===== config.mk =====
export PLATFORM = sky130hd
export DESIGN_NAME = program_loader
export DESIGN_NICKNAME = d
export VERILOG_FILES = /design/src/rtl/program_loader.sv
export SDC_FILE = /design/constraint.sdc
export NUM_CORES = 1
export LEC_CHECK = 0
export CORE_MARGIN = 2
export CORE_UTILIZATION = 40
export CTS_CLUSTER_DIAMETER = 120
export DETAILED_ROUTE_END_ITERATION = 16
export GPL_ROUTABILITY_DRIVEN = 0
export HOLD_SLACK_MARGIN = 0.05
export PLACE_DENSITY_LB_ADDON = 0.12
export RECOVER_POWER = 25
export SKIP_CTS_REPAIR_TIMING = 1
export SLEW_MARGIN = 25
export SYNTH_ARGS = -nofsm -noshare
export SYNTH_HDL_FRONTEND = slang
export SYNTH_SLANG_ARGS = --single-unit

===== constraint.sdc =====
create_clock -name clk -period 2.02 [get_ports clk]
set_input_delay 0.404 -clock clk [delete_from_list [all_inputs] [get_ports clk]]
set_output_delay 0.404 -clock clk [all_outputs]
set_load 0.005 [all_outputs]

===== src/rtl/program_loader.sv =====
// Byte-stream program loader: takes a big-endian length-prefixed image, packs byte pairs into
// instruction words and writes them from address 0 while holding the CPU. Optional trailing
// XOR checksum byte is enabled by defining PROGRAM_LOADER_CHECKSUM_EN.
module program_loader #(
  parameter int unsigned INST_W   = 16,
  parameter int unsigned BYTE_W   = 8,
  parameter int unsigned I_ADDR_W = 12
) (
  input  logic                clk,
  input  logic                reset,
  input  logic                start,
  input  logic [BYTE_W-1:0]   byte_data,
  input  logic                byte_valid,
  output logic                byte_ready,
  output logic                imem_write_enable,
  output logic [I_ADDR_W-1:0] imem_address,
  output logic [INST_W-1:0]   imem_write_data,
  output logic                cpu_hold,
  output logic                load_done,
  output logic                load_error
);

  localparam int unsigned LenW     = 2 * BYTE_W;
  localparam int unsigned MaxWords = 2 ** I_ADDR_W;

  typedef enum logic [2:0] {
    StIdle, StLenHi, StLenLo, StDataHi, StDataLo, StDone, StError
`ifdef PROGRAM_LOADER_CHECKSUM_EN
    , StCheck
`endif
  } state_e;

`ifdef PROGRAM_LOADER_CHECKSUM_EN
  localparam state_e StTail = StCheck;
`else
  localparam state_e StTail = StDone;
`endif

  state_e              state_q, state_d;
  logic [BYTE_W-1:0]   len_hi_q, len_hi_d;
  logic [BYTE_W-1:0]   data_hi_q, data_hi_d;
  logic [LenW-1:0]     count_q, count_d;
  logic [I_ADDR_W-1:0] addr_q, addr_d;
  logic [INST_W-1:0]   wdata_q, wdata_d;
  logic                we_q, we_d;
  logic                hold_q, hold_d;
  logic                done_q, done_d;
  logic                err_q, err_d;
`ifdef PROGRAM_LOADER_CHECKSUM_EN
  logic [BYTE_W-1:0]   csum_q, csum_d;
`endif

  logic [LenW-1:0] len_word;
  logic            xfer;

  assign byte_ready = (state_q == StLenHi) || (state_q == StLenLo) ||
`ifdef PROGRAM_LOADER_CHECKSUM_EN
                      (state_q == StCheck) ||
`endif
                      (state_q == StDataHi) || (state_q == StDataLo);
  assign xfer     = byte_valid && byte_ready;
  assign len_word = {len_hi_q, byte_data};

  always_comb begin
    state_d   = state_q;
    len_hi_d  = len_hi_q;
    data_hi_d = data_hi_q;
    count_d   = count_q;
    addr_d    = addr_q;
    wdata_d   = wdata_q;
    we_d      = 1'b0;
    hold_d    = hold_q;
    done_d    = 1'b0;
    err_d     = err_q;
`ifdef PROGRAM_LOADER_CHECKSUM_EN
    csum_d    = csum_q;
    if (xfer && state_q != StCheck) csum_d = csum_q ^ byte_data;
`endif
    // Address advances only after the write strobe has presented it.
    if (we_q) addr_d = addr_q + 1'b1;

    unique case (state_q)
      StIdle: begin
        if (start) begin
          err_d   = 1'b0;
          hold_d  = 1'b1;
          addr_d  = '0;
          state_d = StLenHi;
`ifdef PROGRAM_LOADER_CHECKSUM_EN
          csum_d  = '0;
`endif
        end
      end
      StLenHi: begin
        if (xfer) begin
          len_hi_d = byte_data;
          state_d  = StLenLo;
        end
      end
      StLenLo: begin
        if (xfer) begin
          count_d = len_word;
          if (32'(len_word) > MaxWords) begin
            err_d   = 1'b1;
            state_d = StError;
          end else if (len_word == '0) begin
            state_d = StTail;
          end else begin
            state_d = StDataHi;
          end
        end
      end
      StDataHi: begin
        if (xfer) begin
          data_hi_d = byte_data;
          state_d   = StDataLo;
        end
      end
      StDataLo: begin
        if (xfer) begin
          wdata_d = {data_hi_q, byte_data};
          we_d    = 1'b1;
          count_d = count_q - 1'b1;
          state_d = (count_q == LenW'(1)) ? StTail : StDataHi;
        end
      end
`ifdef PROGRAM_LOADER_CHECKSUM_EN
      StCheck: begin
        if (xfer) begin
          if (byte_data == csum_q) begin
            state_d = StDone;
          end else begin
            err_d   = 1'b1;
            state_d = StError;
          end
        end
      end
`endif
      StDone: begin
        done_d  = 1'b1;
        hold_d  = 1'b0;
        state_d = StIdle;
      end
      StError: state_d = StIdle;
      default: state_d = StIdle;
    endcase
  end

  always_ff @(posedge clk) begin
    if (reset) begin
      state_q   <= StIdle;
      len_hi_q  <= '0;
      data_hi_q <= '0;
      count_q   <= '0;
      addr_q    <= '0;
      wdata_q   <= '0;
      we_q      <= 1'b0;
      hold_q    <= 1'b0;
      done_q    <= 1'b0;
      err_q     <= 1'b0;
`ifdef PROGRAM_LOADER_CHECKSUM_EN
      csum_q    <= '0;
`endif
    end else begin
      state_q   <= state_d;
      len_hi_q  <= len_hi_d;
      data_hi_q <= data_hi_d;
      count_q   <= count_d;
      addr_q    <= addr_d;
      wdata_q   <= wdata_d;
      we_q      <= we_d;
      hold_q    <= hold_d;
      done_q    <= done_d;
      err_q     <= err_d;
`ifdef PROGRAM_LOADER_CHECKSUM_EN
      csum_q    <= csum_d;
`endif
    end
  end

  assign imem_write_enable = we_q;
  assign imem_address      = addr_q;
  assign imem_write_data   = wdata_q;
  assign cpu_hold          = hold_q;
  assign load_done         = done_q;
  assign load_error        = err_q;

endmodule


==> summary.log <==
INFO  grt            antenna_found_initial=0
INFO  cells_and_area antenna-diode-count=0
INFO  yosys          ys.flop_type=dfxtp_1
INFO  die            die_area=0.00858mm²
INFO  routing        drt-pass1-iter-count=5
INFO  placed_design  placed_cells=553
INFO  clock_tree     cts.clk_slew.worst_paths=0.08ns
INFO  clock_tree     cts_tree=yes
INFO  power          power.density=708mW/mm²
INFO  placed_design  portBuffers=44
INFO  grt            wire_length_of_the_first_global_routing_pass=14.6mm
INFO  routing        drt-vias-per-instance=5.44
INFO  sta            fin_tns_setup=0ns
INFO  critical_path  regToRegSetupSlack=0.08ns
INFO  sta            worst_slew_pin_slew=0.570ns
INFO  clock_tree     clk_path_buf_depth=2
INFO  yosys          synth.top_cells.by_area=dfxtp_1 (43%), nand2_1 (9.3%), a21oi_1 (7.8%)
INFO  critical_path  crit_required=2.26ns
INFO  yosys          synth_cell_types=55
INFO  critical_path  worst_path_maximum_fanout=2
INFO  grt            number_of_global_route_vias_before_repair=2878
INFO  min_path       worst_hold_path_type=reg -> reg
INFO  routing        num_vias=3099
INFO  sta            maxClockFrequency=505MHz
INFO  run_status     run_status=finished clean
INFO  clock_tree     worst_skew_pair.late_latency=0.35ns
INFO  critical_path  critical_path.endpoint_type=flop
INFO  cells_and_area drive_gt1_frac=0.137
INFO  sta            slew_headroom=0.614
INFO  die            floorplan.initialDensity=0.409
INFO  power          leakage=1.49nW
INFO  min_path       hold_path_end=imem_write_data[5]
INFO  critical_path  r2r-start=len_hi_q[2]
INFO  routing        drtIter0Drc=148
INFO  min_path       hp-start=imem_write_data[5]
INFO  die            die_h=92.6µm
INFO  clock_tree     number_of_buffers_inserted_during_clock_tree_synthesis=9
INFO  sta            report.final.setup_viol=0
INFO  cells_and_area final_design_area_no_fill=0.00411mm²
INFO  die            core_region_area=0.00769mm²
INFO  yosys          avgSynthCellArea=7.98µm²
INFO  min_path       worst_hold_path.num_cells=2
INFO  cells_and_area areaGrowthSynthToFinish=30.9%
INFO  flow_run       max_cap_viol_count=0
INFO  grt            grt_overflow_total=0
INFO  routing        detail_route.wirelength=8.84mm
INFO  critical_path  ff2ff_path_depth=4
INFO  sta            layout_worst_path_cycle_share=0.980
INFO  placed_design  detailed_place.area=0.00391mm²
INFO  yosys          synth_top_cells_by_count=nand2_1 (78), dfxtp_1 (67), a21oi_1 (49)
INFO  yosys          post_synthesis_sequential_area_ratio=0.427
INFO  critical_path  critical_path.startpoint_type=input pin
INFO  cells_and_area final_util=0.535
INFO  sta            period_minus_slack=1.98ns
INFO  grt            grt_max_degree=24
INFO  yosys          synth-warning-count=0
INFO  yosys          yosysMostFrequentCell=nand2_1
INFO  critical_path  kind_of_critical_path=in -> reg
INFO  yosys          postSynthNetCount=409
INFO  yosys          flop_and_latch_count_out_of_synthesis=67
INFO  yosys          synth_area_leader_cell=dfxtp_1
INFO  cells_and_area total_nets_final=478
INFO  sta            final_max_slew_viol_count=0
INFO  die            io_pins=45
INFO  routing        ant_nets=0
INFO  critical_path  regToRegEndpoint=state_q[2]
INFO  yosys          synth_edf_count=0
INFO  power          finalPower=2.91mW
INFO  cells_and_area post_layout_nonfiller_instances=570
INFO  yosys          synth-async-reset-ratio=0
INFO  power          largest_vdd_supply_drop=436µV
INFO  routing        route.detailed.wl_per_inst=15.5µm
INFO  routing        drt_drc_violations_left=0
INFO  die            fp.dieW=92.6µm
INFO  clock_tree     clock_tree.htree_level_count=3
INFO  sta            finalHoldViolations=0
INFO  yosys          yosys.area.top_type_share=0.427
INFO  grt            groute.usage.overall=0.214
INFO  clock_tree     root_buffer=clkbuf_8
INFO  placed_design  hpwlAfterDp=6.27mm
INFO  sta            skew=0.0128ns
INFO  clock_tree     tritoncts_num_sinks=67
INFO  die            core.rowCount=32
INFO  critical_path  critical_path_arrival=2.21ns
INFO  yosys          synthCells=394
INFO  yosys          post_synth_instance_area=0.00314mm²
[layout by cell type, fill, tap and decap left out, types with 5 or more instances in the layout]
| cell type | n |
|---|---|
| a21oi_1 | 49 |
| and3_1 | 5 |
| buf_4 | 35 |
| clkbuf_8 | 9 |
| clkdlybuf4s50_1 | 35 |
| dfxtp_1 | 65 |
| dlymetal6s2s_1 | 7 |
| mux2i_1 | 5 |
| nand2_1 | 78 |
| nand3_1 | 9 |
| nand4_1 | 10 |
| nor2_1 | 25 |
| nor2b_1 | 10 |
| nor3_1 | 7 |
| nor3b_1 | 5 |
| o21ai_0 | 15 |
| xnor2_1 | 5 |
| xor2_1 | 7 |
[routing by layer]
layer	vias up	routed length, µm	global-route usage
li1	1537	-	-
met1	1472	4440	0.303
met2	81	3850	0.329
met3	9	413	0.0472
met4	0	134	0.0588
met5	-	0	0
[worst max path at each step]
stage                       from         end  slack [ns]  cells after the start
global placement    byte_data[6]  state_q[2]       -0.46                      5
floorplan           byte_data[5]  state_q[2]        0.03                      4
CTS                 byte_data[6]  state_q[2]       -0.13                      5
global route          state_q[2]  byte_ready      -0.003                      3
finish              byte_data[5]  state_q[2]        0.04                      5
detailed placement  byte_data[6]  state_q[2]       -0.48                      5
[state kept, by name (all words and copies together), names as in the netlist]
register and flops:
count_q 16, load_error 1, imem_write_data 16, len_hi_q 8, imem_address 12, cpu_hold 1
imem_write_enable 1, data_hi_q 8, load_done 1, state_q 3
[area by class of cell]
cell class              instances  area, µm²
clock buffers                   9        124
clock inverters                 7       58.8
fillers                       762       3570
inverters                       4       15.0
multi-input cells             298       1700
flip-flops and latches         67       1350
well taps                     102        128
repair buffers                 83        739
[power by group]
group / total (mW) / switching (mW) / internal [mW] / leakage, nW
combinational: 0.462 / 0.248 / 0.214 / 0.861
clock: 1.05 / 0.590 / 0.462 / 0.0868
sequential: 1.40 / 0.0463 / 1.35 / 0.542
[critical path, cell delays in order]
cell and delay [ns]:
clkdlybuf4s50_1 0.43, or4_4 0.46, o31ai_4 0.24, or4b_1 0.45
a41o_1 0.23
[logic make-up (layout without fill, tap and decap cells)]
group,Yosys count,after routing,synth area share
AND/OR/NAND/NOR,177,177,0.278
AO/OA/AOI/OAI,101,101,0.199
flip-flops,67,67,0.427
buffers and inverters,29,103,0.0350
XOR/XNOR,12,12,0.0334
multiplexers,5,5,0.0159
adder cells (fa/ha/maj),3,3,0.0119
[metrics by stage]
step	hold slack [ns]	setup slack, ns
5_1_grt	0.481	-0.00273
4_1_cts	0.461	-0.126
3_5_place_dp	0.449	-0.484
2_1_floorplan	0.432	0.0268
6_report	0.457	0.0413
3_3_place_gp	0.445	-0.462
Note: power is estimated with default switching activity, not from simulation.
